**src/rtl/mem_dma_master_if.sv**
```systemverilog
// Memory-side bus between the DMA master and the 8-bit data memory / MMIO responder.
// Read data M_Q is combinational and valid in the same cycle M_ADDR is driven.
interface mem_dma_master_if #(
  parameter int AW = 8,
  parameter int DW = 8
);
  logic [AW-1:0] M_ADDR;
  logic [DW-1:0] M_DATA;
  logic          M_MW;
  logic [DW-1:0] M_Q;

  modport master (output M_ADDR, output M_DATA, output M_MW, input M_Q);
  modport slave  (input M_ADDR, input M_DATA, input M_MW, output M_Q);
endinterface

```
**src/rtl/mem_dma_master.sv**
```systemverilog
// Block copy engine: copies LEN bytes SRC->DST as one read cycle then one write cycle
// per byte, with optional fixed addresses for port streaming.
module mem_dma_master #(
  parameter int AW       = 8,
  parameter int DW       = 8,
  parameter int IO_RO_LO = 249,
  parameter int IO_RO_HI = 251
) (
  input  logic          CLK,
  input  logic          RESET,
  input  logic          START,
  input  logic          ABORT,
  input  logic [AW-1:0] SRC,
  input  logic [AW-1:0] DST,
  input  logic [AW-1:0] LEN,
  input  logic          SRC_INC,
  input  logic          DST_INC,
  output logic          BUSY,
  output logic          DONE,
  output logic          ERR,
  output logic [AW-1:0] COUNT,
  mem_dma_master_if.master bus
);

  typedef enum logic [1:0] {S_IDLE, S_RD, S_WR, S_FIN} state_t;

  localparam logic [AW-1:0] RO_LO = AW'(IO_RO_LO);
  localparam logic [AW-1:0] RO_HI = AW'(IO_RO_HI);
  localparam logic [AW-1:0] ONE   = AW'(1);

  state_t        state_q, state_d;
  logic [AW-1:0] src_q, src_d, dst_q, dst_d, rem_q, rem_d, cnt_q, cnt_d;
  logic [AW-1:0] addr_q, addr_d;
  logic [DW-1:0] data_q, data_d;
  logic          err_q, err_d, abort_q, abort_d;
  logic          sinc_q, sinc_d, dinc_q, dinc_d;
  logic          dst_ro, mw;

  always_ff @(posedge CLK) begin
    if (RESET) begin
      state_q <= S_IDLE;
      src_q   <= '0;
      dst_q   <= '0;
      rem_q   <= '0;
      cnt_q   <= '0;
      addr_q  <= '0;
      data_q  <= '0;
      err_q   <= 1'b0;
      abort_q <= 1'b0;
      sinc_q  <= 1'b0;
      dinc_q  <= 1'b0;
    end else begin
      state_q <= state_d;
      src_q   <= src_d;
      dst_q   <= dst_d;
      rem_q   <= rem_d;
      cnt_q   <= cnt_d;
      addr_q  <= addr_d;
      data_q  <= data_d;
      err_q   <= err_d;
      abort_q <= abort_d;
      sinc_q  <= sinc_d;
      dinc_q  <= dinc_d;
    end
  end

  assign dst_ro = (dst_q >= RO_LO) && (dst_q <= RO_HI);

  always_comb begin
    state_d = state_q;
    src_d   = src_q;
    dst_d   = dst_q;
    rem_d   = rem_q;
    cnt_d   = cnt_q;
    data_d  = data_q;
    err_d   = err_q;
    abort_d = abort_q;
    sinc_d  = sinc_q;
    dinc_d  = dinc_q;
    addr_d  = addr_q;
    mw      = 1'b0;
    unique case (state_q)
      S_IDLE: begin
        if (START) begin
          src_d   = SRC;
          dst_d   = DST;
          rem_d   = LEN;
          sinc_d  = SRC_INC;
          dinc_d  = DST_INC;
          cnt_d   = '0;
          err_d   = 1'b0;
          abort_d = 1'b0;
          state_d = (LEN == '0) ? S_FIN : S_RD;
        end
      end
      S_RD: begin
        addr_d  = src_q;
        data_d  = bus.M_Q;
        abort_d = abort_q | ABORT;
        state_d = S_WR;
      end
      S_WR: begin
        addr_d = dst_q;
        if (dst_ro) begin
          // Read-only input port: suppress the strobe and stop with an error.
          err_d   = 1'b1;
          state_d = S_FIN;
        end else begin
          mw    = 1'b1;
          cnt_d = cnt_q + ONE;
          rem_d = rem_q - ONE;
          src_d = src_q + {{(AW-1){1'b0}}, sinc_q};
          dst_d = dst_q + {{(AW-1){1'b0}}, dinc_q};
          if (abort_q || ABORT) begin
            err_d   = 1'b1;
            state_d = S_FIN;
          end else if (rem_q == ONE) begin
            state_d = S_FIN;
          end else begin
            state_d = S_RD;
          end
        end
      end
      S_FIN: state_d = S_IDLE;
      default: state_d = S_IDLE;
    endcase
  end

  // Gating with RESET keeps the responder from seeing a write in the reset cycle.
  assign bus.M_ADDR = addr_d;
  assign bus.M_DATA = data_q;
  assign bus.M_MW   = mw & ~RESET;

  assign BUSY  = (state_q == S_RD) || (state_q == S_WR);
  assign DONE  = (state_q == S_FIN);
  assign ERR   = err_q;
  assign COUNT = cnt_q;

endmodule

```
**src/flat_wrapper.sv**
```systemverilog
// flat-port wrapper written by rule: the top's interface ports become plain ports
module mem_dma_master_flat 
#(
  parameter int AW       = 8,
  parameter int DW       = 8,
  parameter int IO_RO_LO = 249,
  parameter int IO_RO_HI = 251
)
  (CLK, RESET, START, ABORT, SRC, DST, LEN, SRC_INC, DST_INC, BUSY, DONE, ERR, COUNT, bus_M_ADDR, bus_M_DATA, bus_M_MW, bus_M_Q);
  mem_dma_master_if #(.AW(AW), .DW(DW)) bus_i ();
  input  logic CLK;
  input  logic RESET;
  input  logic START;
  input  logic ABORT;
  input  logic [AW-1:0] SRC;
  input  logic [AW-1:0] DST;
  input  logic [AW-1:0] LEN;
  input  logic SRC_INC;
  input  logic DST_INC;
  output logic BUSY;
  output logic DONE;
  output logic ERR;
  output logic [AW-1:0] COUNT;
  output wire logic [$bits(bus_i.M_ADDR)-1:0] bus_M_ADDR;
  output wire logic [$bits(bus_i.M_DATA)-1:0] bus_M_DATA;
  output wire logic [$bits(bus_i.M_MW)-1:0] bus_M_MW;
  input wire logic [$bits(bus_i.M_Q)-1:0] bus_M_Q;
  assign bus_M_ADDR = bus_i.M_ADDR;
  assign bus_M_DATA = bus_i.M_DATA;
  assign bus_M_MW = bus_i.M_MW;
  assign bus_i.M_Q = bus_M_Q;
  mem_dma_master #(.AW(AW), .DW(DW), .IO_RO_LO(IO_RO_LO), .IO_RO_HI(IO_RO_HI)) u_core (.CLK(CLK), .RESET(RESET), .START(START), .ABORT(ABORT), .SRC(SRC), .DST(DST), .LEN(LEN), .SRC_INC(SRC_INC), .DST_INC(DST_INC), .BUSY(BUSY), .DONE(DONE), .ERR(ERR), .COUNT(COUNT), .bus(bus_i));
endmodule
```
**config.mk**
```make
export PLATFORM = sky130hd
export DESIGN_NAME = mem_dma_master_flat
export DESIGN_NICKNAME = d
export VERILOG_FILES = /design/src/rtl/mem_dma_master_if.sv /design/src/rtl/mem_dma_master.sv /design/src/flat_wrapper.sv
export SDC_FILE = /design/constraint.sdc
export NUM_CORES = 1
export LEC_CHECK = 0
export BUFFER_PORTS_ARGS = -buffer_cell sky130_fd_sc_hd__buf_2
export CORE_AREA = 2 2 113 60
export DETAILED_ROUTE_END_ITERATION = 12
export DIE_AREA = 0 0 115 62
export PLACE_DENSITY = 0.75
export SETUP_SLACK_MARGIN = 0.3
export SYNTH_ARGS = -nofsm -noshare
export SYNTH_HDL_FRONTEND = slang
export SYNTH_SLANG_ARGS = --single-unit
```
**constraint.sdc**
```tcl
create_clock -name CLK -period 1.8 [get_ports CLK]
set_input_delay 0.36 -clock CLK [delete_from_list [all_inputs] [get_ports CLK]]
set_output_delay 0.36 -clock CLK [all_outputs]
set_load 0.01 [all_outputs]
```
======== Word-level counts from Yosys, hierarchy flattened ========
Cells that the tools add are included.
cells by class
  add/sub/neg operators ................... 4
  magnitude comparators ................... 2
  equal/unequal tests ..................... 7
  muxes and demuxes ....................... 26
  bitwise logic cells ..................... 3
  reduce and logical (&&, ||, !) cells .... 11
operator list
  cell                                                                      count
  8-bit case mux with 2 select lines                                        5
  8-bit two-way mux                                                         8
  8-bit by 1-bit adder with 8-bit output                                    2
  2-bit two-way mux                                                         5
  8-bit by 1-bit adder with 8-bit output (second input constant)            1
  8-bit by 1-bit == test with 1-bit output (second input constant)          1
  8-bit >= comparator (second input constant)                               1
  8-bit <= comparator (second input constant)                               1
  8-bit zero test                                                           1
  2-bit case mux with 4 select lines                                        1
  8-bit by 1-bit subtractor with 8-bit output (second input constant)       1
  3-bit AND reduction                                                       2
  1-bit two-way mux                                                         5
  2-bit == test (second input constant)                                     2
  2-bit inequality test (second input constant)                             2
  1-bit case mux with 2 select lines                                        2
  2-bit AND reduction                                                       2
  2-bit nonzero test                                                        2
  3-bit by 1-bit inequality test with 1-bit output (second input constant)  1
  2-bit by 1-bit == test with 1-bit output (second input constant)          1
  2-bit zero test                                                           1
  1-bit logical OR                                                          2
  1-bit bitwise AND                                                         1
  1-bit logical AND                                                         1
  2 further kinds                                                           2
word-level totals
  register bits after elaboration ......... 54
  output and inout bits ................... 28
  logic and storage cells ................. 64

======== Depth between registers and ports, before layout ========
Gate-level depths: netlist (run 1).
  depth in word-level cells ............... 5
  depth in mapped cells ................... 9
  gate-level depth less buffers ........... 6

======== Worst setup path before layout (run 1) ========
No wires, ideal clock.
  path type ............................... register to output
  from .................................... reg u_core.state_q[0]
  to ...................................... out bus_M_ADDR[4]
  arrival ................................. 1556 ps
  setup slack ............................. -116 ps
  cell stages (with the launch flop) ...... 7
  buffers on the path ..................... 2
  path through ............................ dfxtp_1 -> inv_1 -> ha_1 -> clkbuf_1 -> clkbuf_1 -> nor2_1 -> a21oi_1
between the ends
  longest elaborated chain between the ends .. 2
  elaborated cells between the ends (all ways) .. 3
ends and longest elaborated chain
  element                                                                           RTL line              text
  start: declaration                                                                mem_dma_master.sv:31  state_t state_q, state_d;
  start signal: assignment                                                          mem_dma_master.sv:53  state_q <= state_d;
  2-bit == test / 2-bit by 1-bit == test with 1-bit output (equally long branches)  mem_dma_master.sv:82  unique case (state_q)
  8-bit case mux with 2 select lines *                                              mem_dma_master.sv:82
  end: declaration                                                                  flat_wrapper.sv:24    output wire logic [$bits(bus_i.M_ADDR)-1:0] bus_M_ADDR;
Every way passes the cells marked *; elsewhere a longest branch is shown, timed or not.

======== Worst setup path after layout (run 1) ========
  from .................................... reg u_core.state_q[1]
  to ...................................... out bus_M_ADDR[5]
Same word-level chain as after synthesis.

==> metrics.yaml, run 1 <==
logic_synthesis:
  synthXorXnorAreaFrac: 0
  gate_count_post_synth: 354
  synth_top_family_by_area: "compound AO/OA/AOI/OAI gates"
  post_synth_and_or_nand_nor_area_fraction: 0.233
  synthAdderAreaFrac: 0.0471
  syn-mean-instance-area_um2: 8.25
  synth_enable_flop_cells: 0
  synth_seq_cells: 54
  yosys.cell_types.count: 49
  yosysTopAreaCell: "sky130_fd_sc_hd__dfxtp_1"
  synth_compound_area_frac: 0.244
  yosys_most_used_dff: "sky130_fd_sc_hd__dfxtp_1"
  postSynthNetCount: 403
  mapped_area_mm2: 0.00292
  total_number_of_yosys_warnings: 0
  ys_seq_area_frac: 0.370
  post_synth_mux_area_share: 0.0488
  post_synth_main_area_contributors: "sky130_fd_sc_hd__dfxtp_1, sky130_fd_sc_hd__a21oi_1, sky130_fd_sc_hd__ha_1, sky130_fd_sc_hd__o21ai_0, sky130_fd_sc_hd__mux2i_1"
  synth-async-reset-ratio: 0
  yosysTopAreaCellShare: 0.370
cts:
  clk_root_buffer_cell: "sky130_fd_sc_hd__clkbuf_16"
  clkSlewWorstSetupHoldPaths_ps: 70
  cts_tree: "built"
  cts_num_sinks: 54
  max-clock-path-buffers: 2
  clock_latency_ps: 300
  cts-buffers-inserted: 5
  htree_levels: 2
  cts.hold.buffers_added: 0
global_routing:
  groute.usage.overall: 0.265
  grt_max_degree: 21
  number_of_global_route_vias_before_repair: 2757
  grt_use_met3: 0.0689
  use_met1: 0.374
  grt_pass1_wl_mm: 14.3
  number_of_antenna_violations_at_the_first_check_in_global_routing: 0
  globalRoute.busiestLayer: "met2"
  overflow: 0
  met2_usage: 0.410
layout:
  drive_gt1_frac: 0.550
  most-common-layout-cells: "sky130_fd_sc_hd__buf_2, sky130_fd_sc_hd__dfxtp_1, sky130_fd_sc_hd__buf_4"
  design_area_mm2: 0.00471
  layout_commonest_cell: "sky130_fd_sc_hd__buf_2"
  diodes: 0
  area.growth.synth_to_final_pct: 61.3
  final_nets: 512
floorplan:
  fp.dieW_um: 115
  design.core.area_mm2: 0.00631
  die_outline_area_mm2: 0.00713
  rows: 21
  initial_core_util: 0.463
  ioPinCount: 66
  fp.dieH_um: 62
route:
  wl_per_cell_um: 18.6
  drc_viols: 0
  drt_first_pass_iters: 7
  ant_nets: 0
  avgViaCountPerCell: 5.95
  drt_first_iter_violations: 381
  vias: 3236
  wirelength_mm: 10.1
worst_setup_path:
  r2r-start: "u_core.state_q[0]$_SDFFE_PP0P_"
  worst-setup-path-type: "reg -> out"
  crit_path_max_fanout: 8
  worst-r2r-setup-slack_ps: 40
  end_kind: "output port"
  critPathSlowestCell: "sky130_fd_sc_hd__dfxtp_4"
  worst_ep_arrival_time_ps: 1540
  critPathLaunch: "u_core.state_q[1]$_SDFFE_PP0P_"
  critPathLaunchType: "register"
  timing.critical_path.required_ps: 1440
  path_cells: "inv_4, ha_4, buf_12, buf_8, a21oi_4, buf_2"
  critPathMaxStageDelay_ps: 380
timing:
  setup_viol: 8
  clock-skew-final_ps: 5.11
  layout_worst_path_cycle_share: 1.05
  finalMaxSlewViolations: 0
  worst_slew_margin_rel: 0.687
  final_critical_path_setup_slack_ps: -95.4
  grt_setup_unrepaired: "yes"
  report.final.hold_viol_count: 0
  least_margin_pin_slew_ps: 466
  min_period_ps: 1900
  max_freq_mhz: 528
  totalNegativeSetupSlack_ps: -503
run_status:
  violations: "setup timing"
  status: "finished, violations left"
worst_hold_path:
  hold_path.startpoint: "bus_M_Q[5]"
  holdCritPathClass: "in -> reg"
placement:
  hpwl_mm: 5.64
  port_buffers: 65
  detailed_place.area_mm2: 0.00351
  gp_congestion: 0.849
flow_run:
  maxCapViolations: 0
power_and_ir_drop:
  cellPowerDensity_mw_per_mm2: 1820
  static-leakage-power_nw: 1.84
  power.ir.vdd_worst_uv: 838
stage by stage:
stage          hold slack (ps)  utilization  setup slack, ps  cells  power, mW
6_report                   296        0.747            -95.4    544       8.59
5_1_grt                    308        0.747             -146    544       9.00
4_1_cts                    297        0.692            -61.7    534       7.71
3_5_place_dp               473        0.556             48.2    496       5.06
3_3_place_gp               460        0.556              138    496       4.97
2_1_floorplan              441            -              241    354       4.24
sequential cells by signal (all words and copies together) (netlist names):
signal / flops
u_core.state_q: 2
u_core.abort_q: 1
u_core.bus.M_DATA: 8
u_core.addr_q: 8
u_core.COUNT: 8
u_core.ERR: 1
u_core.sinc_q: 1
u_core.dinc_q: 1
u_core.src_q: 8
u_core.rem_q: 8
u_core.dst_q: 8
path summary, 6_finish.rpt:
check | to | depth (start not counted)
worst max-delay path | bus_M_ADDR[5] | 6
worst min-delay path | u_core.bus.M_DATA[5]$_SDFFE_PP0P_ | 3
worst max register to register | u_core.COUNT[0]$_SDFFE_PP0P_ | 9
worst min register to register | u_core.rem_q[6]$_SDFFE_PP0P_ | 2
where the power goes:
group	switching, mW	internal (mW)	leakage (nW)
Combinational	2.86	2.85	1.32
Sequential	0.336	1.54	0.445
Clock	0.444	0.553	0.0739
critical path, delay by kind of cell (launching register included):
kind	cells	cell delay (ps)
flops	1	380
fa+ha+maj	1	230
compound gates	1	140
buf+inv	4	470
Yosys cell counts, drive strengths merged, types with 5 or more instances:
cell type / count
a21oi: 42
nor4: 5
a22oi: 7
a211oi: 5
o2bb2ai: 6
buf: 13
mux2i: 12
nor3: 6
ha: 11
nand2b: 7
o21a: 7
clkbuf: 12
o21ai: 26
nor2b: 14
inv: 9
nand2: 26
nand3: 14
dfxtp: 54
or3: 8
nor2: 31
nand4: 5
routing by layer:
metal  wire, µm  vias up
li1           -     1508
met1       4570     1570
met2       4630      142
met3        793       16
met4        148        0
met5          0        -
cells by family (layout without fill, tap and decap cells):
group,Yosys count,count (layout)
flops,54,54
fa+ha+maj,11,11
buf+inv,34,144
mux,14,14
simple gates,129,129
compound gates,112,112
cell type report:
class                           count  area [µm²]
Timing Repair Buffer              127        1040
Clock buffer                        7         143
Multi-Input combinational cell    266        2290
Sequential cell                    54        1090
Fill cell                         436        1600
Tap cell                           80         100
Inverter                            9        43.8
Clock inverter                      1        5.00
what timing repair did:
item                       in CTS  in global routing
gates resized for setup       112                 62
setup buffers                  26                 10
setup endpoints to repair      41                 44
hold endpoints to repair        0                  0
pin swaps                      47                 31
cloned                          4                  0
Note: power is estimated with default switching activity, not from simulation.
==> inputs of run 2 (changes only) <==
clock period = 1.55 ns   (was 1.8 ns; I/O delays follow)
==> run 2 against run 1 <==
Compared with the run above: the run still ends with setup timing left; global-route usage up 1.7 points; routed wire length up 13%; flip-flop and latch count stayed put; critical endpoint is now bus_M_ADDR[4].
==> metrics.yaml, run 2 (synthesis gave the netlist of run 1 again) <==
run_status:
  status: "finished, violations left"  # unchanged
  violations: "setup timing"  # unchanged
worst_setup_path:
  rr_worst_depth: 9  # unchanged
  worst_ep_arrival_time_ps: 1620  # was 1540 ps
  worst-setup-path-type: "reg -> out"  # unchanged
  r2r-start: "u_core.state_q[0]$_SDFFE_PP0P_"  # unchanged
  critPathLaunch: "u_core.state_q[0]$_SDFFE_PP0P_"  # was u_core.state_q[1]$_SDFFE_PP0P_
  critPathLaunchType: "register"  # unchanged
  end_kind: "output port"  # unchanged
  crit_path_max_fanout: 6  # was 8
  worst-r2r-setup-slack_ps: -230  # was 40 ps
  timing.rr.end: "u_core.dst_q[1]$_SDFFE_PP0P_"  # was u_core.COUNT[0]$_SDFFE_PP0P_
  timing.critical_path.required_ps: 1240  # was 1440 ps
placement:
  pre_cts_ws_ps: -273  # was 48.2 ps
  gp_congestion: 0.861  # was 0.849
  port_buffers: 65  # unchanged
  detailed_place.area_mm2: 0.00378  # was 0.00351 mm²
  hpwl_mm: 6.18  # was 5.64 mm
layout:
  diodes: 0  # unchanged
  layout_commonest_cell: "sky130_fd_sc_hd__buf_2"  # unchanged
  drive_gt1_frac: 0.596  # was 0.550
  most-common-layout-cells: "sky130_fd_sc_hd__buf_2, sky130_fd_sc_hd__dfxtp_1, sky130_fd_sc_hd__buf_6, sky130_fd_sc_hd__buf_4, sky130_fd_sc_hd__nor2_1"  # was sky130_fd_sc_hd__buf_2, sky130_fd_sc_hd__dfxtp_1, sky130_fd_sc_hd__buf_4
  final_nets: 526  # was 512
  design_area_mm2: 0.00499  # was 0.00471 mm²
  area.growth.synth_to_final_pct: 70.9  # was 61.3%
  postLayoutCoreUtil: 0.791  # was 0.747
timing:
  least_margin_pin_slew_ps: 425  # was 466 ps
  fin_worst_hold_slack_ps: 247  # was 296 ps
  finalMaxSlewViolations: 0  # unchanged
  worst_slew_margin_rel: 0.716  # was 0.687
  grt_setup_unrepaired: "yes"  # unchanged
  layout_worst_path_cycle_share: 1.24
  final_critical_path_setup_slack_ps: -378  # was -95.4 ps
  max_freq_mhz: 519
  min_period_ps: 1930
  setup_viol: 43  # was 8
  clock-skew-final_ps: 5.56  # was 5.11 ps
  report.final.hold_viol_count: 0  # unchanged
route:
  drc_viols: 0  # unchanged
  ant_nets: 0  # unchanged
  wirelength_mm: 11.4  # was 10.1 mm
  avgViaCountPerCell: 6.22  # was 5.95
  wl_per_cell_um: 20.5  # was 18.6 µm
  vias: 3468  # was 3236
  drt_first_iter_violations: 376  # was 381
  drt_first_pass_iters: 5  # was 7
floorplan:
  rows: 21  # unchanged
  fp.dieW_um: 115  # unchanged
  design.core.area_mm2: 0.00631  # unchanged
  die_outline_area_mm2: 0.00713  # unchanged
  ioPinCount: 66  # unchanged
  fp.dieH_um: 62  # unchanged
  initial_core_util: 0.463  # unchanged
cts:
  cts-buffers-inserted: 5  # unchanged
  cts.hold.buffers_added: 0  # unchanged
  max-clock-path-buffers: 2  # unchanged
  clk_root_buffer_cell: "sky130_fd_sc_hd__clkbuf_16"  # unchanged
  cts_num_sinks: 54  # unchanged
  cts_tree: "built"  # unchanged
  clkSlewWorstSetupHoldPaths_ps: 70  # about the same
  clock_latency_ps: 300  # about the same
  htree_levels: 2  # unchanged
global_routing:
  number_of_global_route_vias_before_repair: 2974  # was 2757
  overflow: 0  # unchanged
  number_of_antenna_violations_at_the_first_check_in_global_routing: 0  # unchanged
  grt_pass1_wl_mm: 15.2  # was 14.3 mm
  grt_max_degree: 26  # was 21
  groute.usage.overall: 0.282  # was 0.265
worst_hold_path:
  min_delay_worst_endpoint: "u_core.bus.M_DATA[6]$_SDFFE_PP0P_"  # was u_core.bus.M_DATA[5]$_SDFFE_PP0P_
  min_delay_path_depth: 3  # unchanged
  hold_path.startpoint: "bus_M_Q[6]"  # was bus_M_Q[5]
  holdCritPathClass: "in -> reg"  # unchanged
power_and_ir_drop:
  p_total_mw: 11.0  # was 8.59 mW
  static-leakage-power_nw: 1.93  # was 1.84 nW
  cellPowerDensity_mw_per_mm2: 2210  # was 1820 mW/mm²
  power.ir.vdd_worst_uv: 969  # was 838 µV
flow_run:
  maxCapViolations: 0  # unchanged
==> run 2: worst max-delay path, cell delays in order (launching register included) <==
cell and delay, ps:
sky130_fd_sc_hd__dfxtp_2 350, sky130_fd_sc_hd__inv_2 60, sky130_fd_sc_hd__buf_6 120, sky130_fd_sc_hd__ha_4 230
sky130_fd_sc_hd__buf_12 150, sky130_fd_sc_hd__buf_6 130, sky130_fd_sc_hd__a21oi_4 150, sky130_fd_sc_hd__buf_6 120
==> run 2: layout make-up <==
cell class                 instances  area [µm²]
timing repair buffer             137        1170
clock buffer                       7         164
clock inverter                     1        30.0
tap                               80         100
inverter                           9        38.8
fill                             406        1320
sequential                        54        1100
multi-input combinational        270        2380
==> run 2: layer usage <==
layer / routed length [µm] / track usage / vias up
met5: 0 / 0 / -
met4: 358 / 0.0775 / 0
met3: 899 / 0.0747 / 41
met2: 5330 / 0.452 / 213
met1: 4850 / 0.385 / 1666
li1: - / - / 1548
==> run 2: worst max path at each step <==
stage	endpoint	slack [ps]	cells after the start
2_1_floorplan	u_core.rem_q[1]$_SDFFE_PP0P_	-8	8
3_3_place_gp	u_core.rem_q[1]$_SDFFE_PP0P_	-150	7
3_5_place_dp	u_core.rem_q[0]$_SDFFE_PP0P_	-270	7
4_1_cts	bus_M_ADDR[6]	-330	6
5_1_grt	bus_M_ADDR[4]	-410	7
6_report	bus_M_ADDR[4]	-380	7
==> run 2: report_power, final <==
group	total, mW	internal (mW)	switching [mW]
clock	1.45	0.906	0.547
combinational	7.37	3.73	3.64
sequential	2.19	1.79	0.397
==> run 2: timing repair <==
action	in CTS	in global routing
gates resized for setup	84	111
endpoints found under the setup margin	63	65
gates cloned	5	0
setup buffers	11	14
pin swaps	42	45
==> run 2: metrics by stage <==
stage / std cells / TNS, ps
after floorplan: 354 / -19.0
after global placement: 520 / -3730
after detailed placement: 520 / -5600
after CTS: 544 / -5320
after global routing: 558 / -9390
final: 558 / -7990
==> inputs of run 3 (changes only) <==
TNS_END_PERCENT = 1   (was unset)
==> run 3 against run 2 <==
Compared with the run above: the run still ends with setup timing left; setup slack better by 21 ps; clock power is 11% lower; clock skew is 0.74 ps higher; critical endpoint unchanged; first-iteration DRC count is 20% lower; final area is 16% lower; non-clock buffer count is 19 lower.
==> metrics.yaml, run 3 (synthesis gave the netlist of run 1 again) <==
route:
  drt_first_iter_violations: 300  # was 376
  ant_nets: 0  # unchanged
  drc_viols: 0  # unchanged
  drt_first_pass_iters: 6  # was 5
  avgViaCountPerCell: 5.75  # was 6.22
  vias: 3076  # was 3468
  wl_per_cell_um: 17.2  # was 20.5 µm
  wirelength_mm: 9.18  # was 11.4 mm
power_and_ir_drop:
  power.switching_mw: 3.63  # was 4.59 mW
  internal_power_mw: 5.31  # was 6.42 mW
  power_switching_share: 0.406  # was 0.417
  p_total_mw: 8.94  # was 11.0 mW
  seq_power_share: 0.233  # was 0.199
  pwr-share-comb: 0.623  # was 0.669
  static-leakage-power_nw: 1.68  # was 1.93 nW
  clkPwrFrac: 0.144  # was 0.132
  cellPowerDensity_mw_per_mm2: 2140  # was 2210 mW/mm²
  power.ir.vdd_worst_uv: 829  # was 969 µV
layout:
  diodes: 0  # unchanged
  design_area_mm2: 0.00417  # was 0.00499 mm²
  drive_gt1_frac: 0.400  # was 0.596
  multi_input_comb_area_mm2: 0.00192  # was 0.00238 mm²
  area.growth.synth_to_final_pct: 42.9  # was 70.9%
  layout_commonest_cell: "sky130_fd_sc_hd__buf_2"  # unchanged
  final_nets: 503  # was 526
  most-common-layout-cells: "sky130_fd_sc_hd__buf_2, sky130_fd_sc_hd__dfxtp_1, sky130_fd_sc_hd__a21oi_1"  # was sky130_fd_sc_hd__buf_2, sky130_fd_sc_hd__dfxtp_1, sky130_fd_sc_hd__buf_6, sky130_fd_sc_hd__buf_4, sky130_fd_sc_hd__nor2_1
  register_area_mm2: 0.00109  # was 0.00110 mm²
  filler_cell_count: 505  # was 406
global_routing:
  number_of_antenna_violations_at_the_first_check_in_global_routing: 0  # unchanged
  number_of_global_route_vias_before_repair: 2741  # was 2974
  grt_pass1_wl_mm: 13.6  # was 15.2 mm
  groute.usage.overall: 0.250  # was 0.282
  grt_max_degree: 28  # was 26
  overflow: 0  # unchanged
cts:
  cts-buffers-inserted: 5  # unchanged
  clkSlewWorstSetupHoldPaths_ps: 70  # about the same
  cts.hold.buffers_added: 0  # unchanged
  cts_tree: "built"  # unchanged
  max-clock-path-buffers: 2  # unchanged
  clk_root_buffer_cell: "sky130_fd_sc_hd__clkbuf_16"  # unchanged
  htree_levels: 2  # unchanged
  clock_latency_ps: 300  # about the same
  cts_num_sinks: 54  # unchanged
worst_setup_path:
  worst-setup-path-type: "reg -> out"  # unchanged
  timing.critical_path.required_ps: 1240  # about the same
  crit_path_max_fanout: 20  # was 6
  end_kind: "output port"  # unchanged
  critPathLaunch: "u_core.state_q[0]$_SDFFE_PP0P_"  # unchanged
  worst_ep_arrival_time_ps: 1600  # was 1620 ps
  r2r-start: "u_core.state_q[0]$_SDFFE_PP0P_"  # unchanged
  critPathLaunchType: "register"  # unchanged
worst_hold_path:
  hold_path.startpoint: "bus_M_Q[0]"  # was bus_M_Q[6]
  holdCritPathClass: "in -> reg"  # unchanged
floorplan:
  rows: 21  # unchanged
  die_outline_area_mm2: 0.00713  # unchanged
  fp.dieW_um: 115  # unchanged
  ioPinCount: 66  # unchanged
  design.core.area_mm2: 0.00631  # unchanged
  fp.dieH_um: 62  # unchanged
  initial_core_util: 0.463  # unchanged
timing:
  setup_viol: 40  # was 43
  report.final.hold_viol_count: 0  # unchanged
  final_critical_path_setup_slack_ps: -356  # was -378 ps
  clock-skew-final_ps: 6.29  # was 5.56 ps
  totalNegativeSetupSlack_ps: -6950  # was -7990 ps
  grt_setup_unrepaired: "yes"  # unchanged
  max_freq_mhz: 525  # was 519 MHz
  layout_worst_path_cycle_share: 1.23  # was 1.24
  worst_slew_margin_rel: 0.558  # was 0.716
  finalMaxSlewViolations: 0  # unchanged
  min_period_ps: 1910  # was 1930 ps
  least_margin_pin_slew_ps: 663  # was 425 ps
run_status:
  status: "finished, violations left"  # unchanged
  violations: "setup timing"  # unchanged
placement:
  port_buffers: 65  # unchanged
  detailed_place.area_mm2: 0.00365  # was 0.00378 mm²
  pre_cts_ws_ps: -168  # was -273 ps
  gp_congestion: 0.928  # was 0.861
  hpwl_mm: 6.05  # was 6.18 mm
flow_run:
  maxCapViolations: 0  # unchanged
## run 3: cell types whose count changed in the layout (fill, tap and decap cells not counted), moves of 10 or more
cell / change
sky130_fd_sc_hd__a21oi_1: +15
sky130_fd_sc_hd__o21ai_2: -15
sky130_fd_sc_hd__o21ai_0: +14
sky130_fd_sc_hd__a21oi_2: -12
sky130_fd_sc_hd__buf_6: -10
sky130_fd_sc_hd__dfxtp_1: +10
sky130_fd_sc_hd__dfxtp_2: -10
## run 3: routing by layer
metal / vias up / routed length, µm / global-route usage
met1: 1446 / 4290 / 0.355
met2: 136 / 4020 / 0.368
met4: 0 / 70 / 0.0620
li1: 1486 / - / -
met5: - / 0 / 0
met3: 8 / 794 / 0.0844
## run 3: critical path, stage by stage (launching register included)
cell                      delay, ps
sky130_fd_sc_hd__dfxtp_2        340
sky130_fd_sc_hd__inv_2           50
sky130_fd_sc_hd__ha_4           170
sky130_fd_sc_hd__buf_6          170
sky130_fd_sc_hd__a22oi_1        330
sky130_fd_sc_hd__a21oi_4         90
sky130_fd_sc_hd__buf_2          150
## run 3: through the flow
stage	std cells	hold WS (ps)	util
floorplan	354	441	-
global placement	521	452	0.579
detailed placement	521	468	0.579
CTS	534	251	0.631
global route	535	268	0.662
finish	535	250	0.662
## run 3: cell type report
type	count	share of cell area
clock buffer	7	0.0318
clock inverter	1	0.00720
inverter	9	0.00870
multi-input combinational	266	0.459
sequential	54	0.261
tap	80	0.0240
timing repair buffer	118	0.208
## run 3: worst paths after layout
path / to / slack, ps / cells past startpoint
max: bus_M_ADDR[4] / -360 / 6
min reg2reg: u_core.sinc_q$_SDFFE_PP0P_ / 480 / 2
max reg2reg: u_core.COUNT[6]$_SDFFE_PP0P_ / -220 / 7
min: u_core.bus.M_DATA[0]$_SDFFE_PP0P_ / 250 / 3
## run 3: what timing repair did
item | in CTS | in global routing
buffers inserted | 5 | 1
endpoints found under the setup margin | 65 | 66
resized for setup | 35 | 42
pin swaps | 20 | 14
## run 3: power by group through the flow
stage / sequential, mW / combinational, mW / clock [mW]
finish: 2.08 / 5.57 / 1.29
floorplan: 2.09 / 2.68 / 0
CTS: 2.06 / 4.75 / 1.29
detailed placement: 2.08 / 4.08 / 0
global route: 2.12 / 6.01 / 1.35
global placement: 2.06 / 4.02 / 0
